<file path="src/rtl/rcp_pkg.sv">
// Shared constants and the metadata record layout for the RCP header parser.
package rcp_pkg;

  localparam logic [7:0] RCP_TYPE_DEF   = 8'hFE;
  localparam logic [7:0] IOQ_CTRL_DEF   = 8'hFF;

  localparam int PROTO_WORD_DEF = 2;
  localparam int FRATE_WORD_DEF = 4;
  localparam int RTT_WORD_DEF   = 5;

  // Bit positions inside the 64-bit pipeline word
  localparam int PORT_LSB   = 48;
  localparam int LEN_LSB    = 0;
  localparam int PROTO_LSB  = 0;
  localparam int FRATE_LSB  = 16;
  localparam int RTT_LSB    = 32;
  localparam int RPROTO_LSB = 24;

  typedef struct packed {
    logic        is_rcp;
    logic        trunc;
    logic [15:0] out_port;
    logic [15:0] pkt_len;
    logic [31:0] frate;
    logic [15:0] rtt;
    logic [7:0]  proto;
  } meta_t;

  localparam int META_W = $bits(meta_t);

endpackage

</file>
<file path="src/rtl/rcp_meta_fifo.sv">
// Small synchronous FIFO; head is readable combinationally and reads as zero when empty.
module rcp_meta_fifo #(
  parameter int WIDTH = 8,
  parameter int DEPTH = 4
) (
  input  logic                     clk,
  input  logic                     reset,
  input  logic                     push,
  input  logic [WIDTH-1:0]         push_data,
  input  logic                     pop,
  output logic [WIDTH-1:0]         pop_data,
  output logic                     full,
  output logic                     empty,
  output logic [$clog2(DEPTH):0]   count
);

  localparam int AW = $clog2(DEPTH);
  localparam logic [AW:0] FULL_CNT = (AW+1)'(DEPTH);

  logic [WIDTH-1:0] mem [DEPTH];
  logic [AW-1:0]    wr_ptr_q, wr_ptr_d;
  logic [AW-1:0]    rd_ptr_q, rd_ptr_d;
  logic [AW:0]      count_q, count_d;
  logic             do_push, do_pop;

  // A pop frees the slot the push lands in, so push-while-full is legal when popping
  always_comb begin
    do_pop   = pop && (count_q != '0);
    do_push  = push && ((count_q != FULL_CNT) || do_pop);
    wr_ptr_d = do_push ? wr_ptr_q + 1'b1 : wr_ptr_q;
    rd_ptr_d = do_pop  ? rd_ptr_q + 1'b1 : rd_ptr_q;
    count_d  = count_q;
    case ({do_push, do_pop})
      2'b10:   count_d = count_q + 1'b1;
      2'b01:   count_d = count_q - 1'b1;
      default: count_d = count_q;
    endcase
  end

  always_ff @(posedge clk) begin
    if (reset) begin
      wr_ptr_q <= '0;
      rd_ptr_q <= '0;
      count_q  <= '0;
    end else begin
      wr_ptr_q <= wr_ptr_d;
      rd_ptr_q <= rd_ptr_d;
      count_q  <= count_d;
    end
  end

  always_ff @(posedge clk) begin
    if (do_push) mem[wr_ptr_q] <= push_data;
  end

  assign empty    = (count_q == '0);
  assign full     = (count_q == FULL_CNT);
  assign count    = count_q;
  assign pop_data = empty ? '0 : mem[rd_ptr_q];

endmodule

</file>
<file path="src/rtl/rcp_hdr_extractor.sv">
// Tracks packet framing from in_wr/in_ctrl, captures IOQ and RCP fields and
// queues one metadata record per packet for the rate-computation stage.
module rcp_hdr_extractor
  import rcp_pkg::*;
#(
  parameter int             DATA_WIDTH = 64,
  parameter int             CTRL_WIDTH = 8,
  parameter logic [7:0]     IOQ_CTRL   = IOQ_CTRL_DEF,
  parameter int             PROTO_WORD = PROTO_WORD_DEF,
  parameter int             FRATE_WORD = FRATE_WORD_DEF,
  parameter int             RTT_WORD   = RTT_WORD_DEF,
  parameter logic [7:0]     RCP_TYPE   = RCP_TYPE_DEF,
  parameter int             META_DEPTH = 4
) (
  input  logic                  clk,
  input  logic                  reset,
  input  logic [DATA_WIDTH-1:0] in_data,
  input  logic [CTRL_WIDTH-1:0] in_ctrl,
  input  logic                  in_wr,
  output logic                  meta_vld,
  input  logic                  meta_rdy,
  output logic                  meta_is_rcp,
  output logic                  meta_trunc,
  output logic [15:0]           meta_out_port,
  output logic [15:0]           meta_pkt_len,
  output logic [31:0]           meta_frate,
  output logic [15:0]           meta_rtt,
  output logic [7:0]            meta_proto,
  output logic                  meta_drop,
  output logic [15:0]           drop_count
);

  localparam logic [1:0] S_IDLE    = 2'd0;
  localparam logic [1:0] S_MODHDR  = 2'd1;
  localparam logic [1:0] S_PAYLOAD = 2'd2;

  localparam logic [7:0] PROTO_IDX = 8'(PROTO_WORD);
  localparam logic [7:0] FRATE_IDX = 8'(FRATE_WORD);
  localparam logic [7:0] RTT_IDX   = 8'(RTT_WORD);

  logic [1:0]  state_q, state_d;
  logic [7:0]  cnt_q, cnt_d;
  logic [15:0] out_port_q, out_port_d;
  logic [15:0] pkt_len_q, pkt_len_d;
  logic [31:0] frate_q, frate_d;
  logic [15:0] rtt_q, rtt_d;
  logic [7:0]  proto_q, proto_d;
  logic        type_ok_q, type_ok_d;
  logic        rtt_seen_q, rtt_seen_d;
  logic        drop_q, drop_d;
  logic [15:0] drop_count_q, drop_count_d;

  logic        cap_en;
  logic [7:0]  cap_idx;
  logic        push, pop;
  logic        fifo_full, fifo_empty;
  logic [$clog2(META_DEPTH):0] fifo_count_unused;
  meta_t       rec_push, head;

  always_comb begin
    state_d    = state_q;
    cnt_d      = cnt_q;
    out_port_d = out_port_q;
    pkt_len_d  = pkt_len_q;
    frate_d    = frate_q;
    rtt_d      = rtt_q;
    proto_d    = proto_q;
    type_ok_d  = type_ok_q;
    rtt_seen_d = rtt_seen_q;
    cap_en     = 1'b0;
    cap_idx    = cnt_q;
    push       = 1'b0;

    case (state_q)
      S_IDLE: begin
        if (in_wr && in_ctrl == CTRL_WIDTH'(IOQ_CTRL)) begin
          out_port_d = in_data[PORT_LSB +: 16];
          pkt_len_d  = in_data[LEN_LSB +: 16];
          frate_d    = '0;
          rtt_d      = '0;
          proto_d    = '0;
          type_ok_d  = 1'b0;
          rtt_seen_d = 1'b0;
          cnt_d      = '0;
          state_d    = S_MODHDR;
        end
      end
      S_MODHDR: begin
        if (in_wr && in_ctrl == '0) begin
          cap_en  = 1'b1;
          cap_idx = 8'd0;
          cnt_d   = 8'd1;
          state_d = S_PAYLOAD;
        end
      end
      S_PAYLOAD: begin
        if (in_wr) begin
          if (in_ctrl == '0) begin
            cap_en = 1'b1;
            cnt_d  = (cnt_q == 8'hFF) ? cnt_q : cnt_q + 8'd1;
          end else begin
            // Any control word here ends the packet, including an IOQ word from a lost EOP
            push    = 1'b1;
            state_d = S_IDLE;
          end
        end
      end
      default: state_d = S_IDLE;
    endcase

    if (cap_en) begin
      if (cap_idx == PROTO_IDX) type_ok_d = (in_data[PROTO_LSB +: 8] == RCP_TYPE);
      if (cap_idx == FRATE_IDX) frate_d = in_data[FRATE_LSB +: 32];
      if (cap_idx == RTT_IDX) begin
        rtt_d      = in_data[RTT_LSB +: 16];
        proto_d    = in_data[RPROTO_LSB +: 8];
        rtt_seen_d = 1'b1;
      end
    end
  end

  always_comb begin
    rec_push          = '0;
    rec_push.is_rcp   = type_ok_q & rtt_seen_q;
    rec_push.trunc    = ~rtt_seen_q;
    rec_push.out_port = out_port_q;
    rec_push.pkt_len  = pkt_len_q;
    rec_push.frate    = frate_q;
    rec_push.rtt      = rtt_q;
    rec_push.proto    = proto_q;

    pop          = meta_vld & meta_rdy;
    drop_d       = push & fifo_full & ~pop;
    drop_count_d = (drop_d && drop_count_q != 16'hFFFF) ? drop_count_q + 16'd1 : drop_count_q;
  end

  always_ff @(posedge clk) begin
    if (reset) begin
      state_q      <= S_IDLE;
      cnt_q        <= '0;
      out_port_q   <= '0;
      pkt_len_q    <= '0;
      frate_q      <= '0;
      rtt_q        <= '0;
      proto_q      <= '0;
      type_ok_q    <= 1'b0;
      rtt_seen_q   <= 1'b0;
      drop_q       <= 1'b0;
      drop_count_q <= '0;
    end else begin
      state_q      <= state_d;
      cnt_q        <= cnt_d;
      out_port_q   <= out_port_d;
      pkt_len_q    <= pkt_len_d;
      frate_q      <= frate_d;
      rtt_q        <= rtt_d;
      proto_q      <= proto_d;
      type_ok_q    <= type_ok_d;
      rtt_seen_q   <= rtt_seen_d;
      drop_q       <= drop_d;
      drop_count_q <= drop_count_d;
    end
  end

  rcp_meta_fifo #(
    .WIDTH (META_W),
    .DEPTH (META_DEPTH)
  ) u_fifo (
    .clk       (clk),
    .reset     (reset),
    .push      (push),
    .push_data (rec_push),
    .pop       (pop),
    .pop_data  (head),
    .full      (fifo_full),
    .empty     (fifo_empty),
    .count     (fifo_count_unused)
  );

  assign meta_vld      = ~fifo_empty;
  assign meta_is_rcp   = head.is_rcp;
  assign meta_trunc    = head.trunc;
  assign meta_out_port = head.out_port;
  assign meta_pkt_len  = head.pkt_len;
  assign meta_frate    = head.frate;
  assign meta_rtt      = head.rtt;
  assign meta_proto    = head.proto;
  assign meta_drop     = drop_q;
  assign drop_count    = drop_count_q;

endmodule
</file>
<file path="config.mk">
export PLATFORM = sky130hd
export DESIGN_NAME = rcp_hdr_extractor
export DESIGN_NICKNAME = d
export VERILOG_FILES = /design/src/rtl/rcp_pkg.sv /design/src/rtl/rcp_meta_fifo.sv /design/src/rtl/rcp_hdr_extractor.sv
export SDC_FILE = /design/constraint.sdc
export NUM_CORES = 1
export LEC_CHECK = 0
export CORE_AREA = 2 2 267 243
export CTS_BUF_LIST = sky130_fd_sc_hd__clkbuf_4 sky130_fd_sc_hd__clkbuf_8
export CTS_CLUSTER_DIAMETER = 30
export CTS_CLUSTER_SIZE = 24
export DETAILED_ROUTE_END_ITERATION = 12
export DIE_AREA = 0 0 269 245
export DONT_BUFFER_PORTS = 1
export PLACE_DENSITY = 0.49
export SETUP_SLACK_MARGIN = 0.05
export SYNTH_ARGS = -nofsm -noshare
export SYNTH_HDL_FRONTEND = slang
export SYNTH_SLANG_ARGS = --single-unit
</file>
<file path="constraint.sdc">
create_clock -name clk -period 4.14 [get_ports clk]
set_input_delay 0.828 -clock clk [delete_from_list [all_inputs] [get_ports clk]]
set_output_delay 0.828 -clock clk [all_outputs]
set_load 0.1 [all_outputs]
</file>
==> reports/qor.csv <==
stage;metric;value;unit
sta;final_max_slew_viol_count;0;
synthesis;yosys-top-cells-count;edfxtp_1 (360), dfxtp_1 (126), nand2_1 (112), and2_1 (97), mux4_2 (90);
setup_path;endpoint_kind;output port;
synthesis;async_flop_share;0;%
sta;worst_slew_pin_slew;1.113;ns
global_route;use_met1;17.19;%
route;num_vias;10600;
pwr;power.density;507.5;mW/mm²
floorplanning;core;0.06331;mm²
setup_path;arrival;2.68;ns
synthesis;seq_area_frac_synth;71.12;%
clock_tree;cts_hold_repair.buffers;0;
sta;min_period_over_period;84.71;%
pwr;ir_worst_vdd;0.2534;mV
setup_path;crit_family;multiplexers;
route;first_pass_iters;5;
synthesis;syn_nets;1279;
sta;finalHoldViolCount;0;
sta;setup_viol;0;
synthesis;yosysMostFrequentCell;edfxtp_1;
clock_tree;clk_pin_slew;0.06;ns
route;ant_nets;0;
clock_tree;post_cts_buffers;0;
route;drc;0;
outcome;outcome;finished clean;
global_route;grt-busiest-layer;met2;
synthesis;synth_edf_count;360;
synthesis;syn_area;0.01875;mm²
clock_tree;clockBufferDepth;3;
worst_hold_path;hp-class;in2reg;
pwr;total_power;11840;µW
synthesis;synth.avg_cell_area;15.77;µm²
sta;slew_headroom;23.87;%
synthesis;synth_flop_cell;edfxtp_1;
synthesis;ys_top_cells_by_area;edfxtp_1 (58%), dfxtp_1 (13%), mux4_2 (11%), and2_1 (3.2%), nand2_1 (2.2%);
placed_design;gp_congestion;0.7139;
finish;stdcell_count;2299;
sta;skew;0.07357;ns
route;drt_iter0_markers;540;
synthesis;ys.warnings.count;0;
setup_path;slowest_delay;0.61;ns
synthesis;synthAdderAreaFrac;0.9744;%
synthesis;synthMuxAreaShare;10.97;%
pwr;power.leakage;0.007563;µW
setup_path;cp_max_fo;34;
sta;rsz0062_at_grt;no;
setup_path;worstPathCellList;buf_12 -> mux4_2 -> and2_1 -> buf_4;
placed_design;dp_hpwl;26560;µm
floorplanning;dieArea;0.06591;mm²
clock_tree;numCtsBuffers;104;
synthesis;synth-xor-area-share;0.7475;%
synthesis;syn_inst;1189;
global_route;grt_pass1_vias;11130;
floorplanning;initial_core_util;29.61;%
route;wl_per_cell;19.89;µm
clock_tree;insertion_delay;0.71;ns
floorplanning;fp.dieW;269;µm
global_route;grt_usage;13.92;%
setup_path;critPathKind;reg2out;
synthesis;yosysTopAreaCell;edfxtp_1;
clock_tree;cts_tree;yes;
floorplanning;placement_rows;88;
synthesis;synth_top_family_by_area;multiplexers;
setup_path;timing.rr.start;state_q[0]$_SDFFE_PP0P_;
route;drt-vias-per-instance;4.612;
synthesis;synth-simple-area-share;10.02;%
clock_tree;htreeDepth;3;
global_route;antenna_found_initial;0;
global_route;groute.layer.met3.usage;5.016;%
sta;setup_tns;0;ns
synthesis;synth_compound_gate_area_share;4.485;%
clock_tree;cts-root-buf;clkbuf_8;
setup_path;required;3.31;ns
global_route;grt_pass1_wl;68400;µm
finish;syn_to_final_growth;24.51;%
global_route;grt.overflow.total;0;
global_route;use_met2;22.89;%
setup_path;path_buf_inv;2;
setup_path;cpMaxStageDelayCell;mux4_2;
clock_tree;cts_resized;0;
sta;timing.fmax;0.2851;GHz
finish;drive_above_1_share;29.99;%
synthesis;ys_seq_elements;486;
sta;min_period;3.507;ns
synthesis;ys_types;56;
finish;antenna_cells;0;
route;drt_wl_total;45740;µm
clock_tree;clock_sinks;486;
placed_design;port_buffers;0;
floorplanning;dieHeight;245;µm
synthesis;synth_top_cell_area_share;57.67;%
flow_run;cap_violations;0;
setup_path;cp-start-kind;register;
finish;fin_nets;1443;
worst_hold_path;hold_start;reset;
placed_design;placed_cells;2102;
global_route;grt_max_degree;129;
floorplanning;pin_count;184;
[kinds of logic (layout without fill, tap and decap cells)]
kind of cell    after synthesis  after routing
compound gates              133            133
xor+xnor                     16             16
fa+ha+maj                    14             14
buf+inv                      83            338
flops                       486            486
mux                          93             93
simple gates                364            364
[routing by layer]
metal | vias up | share of wire [%] | wire length (µm)
met5 | - | 0 | 0
met4 | 0 | 1.7 | 790
met2 | 238 | 49 | 22360
met1 | 5391 | 42 | 19410
met3 | 69 | 6.9 | 3170
li1 | 4904 | - | -
[worst reg2reg max path, stage by stage, from the launching register on]
cell     delay (ns)
dfxtp_1        0.34
inv_1          0.13
ha_1           0.36
nand2_1        0.19
and3b_1        0.42
and2_4         0.86
buf_12         0.37
[power breakdown]
group          internal (µW)  switching, µW  total [µW]
combinational           31.4           76.4         108
clock                   4170           2390        6570
sequential              5170           3.67        5170
total                   9370           2470       11800
[layout by cell type, fill, tap and decap left out, drive strengths merged, types with 3 or more instances in the layout]
cell type,netlist,final
nand4b,3,3
or3,4,4
clkbuf,53,118
edfxtp,360,360
clkinvlp,0,17
nor3,6,6
buf,16,127
o21ai,9,9
or4,5,5
mux4,90,90
nand3,44,44
ha,13,13
and3,3,3
o31ai,5,5
nor4,10,10
nor2b,4,4
inv,14,23
a22oi,24,24
xnor2,8,8
bufinv,0,24
nand4,9,9
xor2,8,8
nor2,54,54
nand2,112,112
dfxtp,126,126
clkinv,0,29
mux2i,3,3
a21oi,75,75
and2,98,98
[final timing paths]
kind	endpoint	cells past startpoint	slack (ns)
max	meta_is_rcp	4	0.63
min	u_fifo.wr_ptr_q[0]$_SDFFE_PP0P_	1	0.22
max reg2reg	u_fifo.mem[3][83]$_DFFE_PP_	6	1.15
min reg2reg	u_fifo.mem[1][85]$_DFFE_PP_	0	0.47
[area by class of cell]
cell class              instances  area, µm²
inverters                      14      52.55
clock buffers                 118       1587
well taps                     855       1070
fillers                      5957      39970
flip-flops and latches        486      13340
clock inverters                79       1151
multi-input cells             620       5137
repair buffers                127       1003
[per-stage QoR]
stage	setup slack, ns	hold slack, ns	cell area (µm²)	util, %
after detailed placement	0.8585	0.4895	20600	32.54
after CTS	0.4638	0.1371	23340	36.87
after global placement	0.8803	0.4759	20600	32.54
after global routing	0.4385	0.1533	23340	36.87
after floorplan	0.1441	0.4597	18750	-
final	0.6330	0.2153	23340	36.87
[registers in the layout, summed over array words and instances (netlist names), named ones only]
register and count:
frate_q 32, state_q 2, u_fifo.wr_ptr_q 2, out_port_q 16
rtt_seen_q 1, u_fifo.mem 360, drop_count 16, type_ok_q 1
rtt_q 16, proto_q 8, pkt_len_q 16, cnt_q 8
u_fifo.rd_ptr_q 2, meta_drop 1, u_fifo.count 3
(Power assumes the default switching activity.)
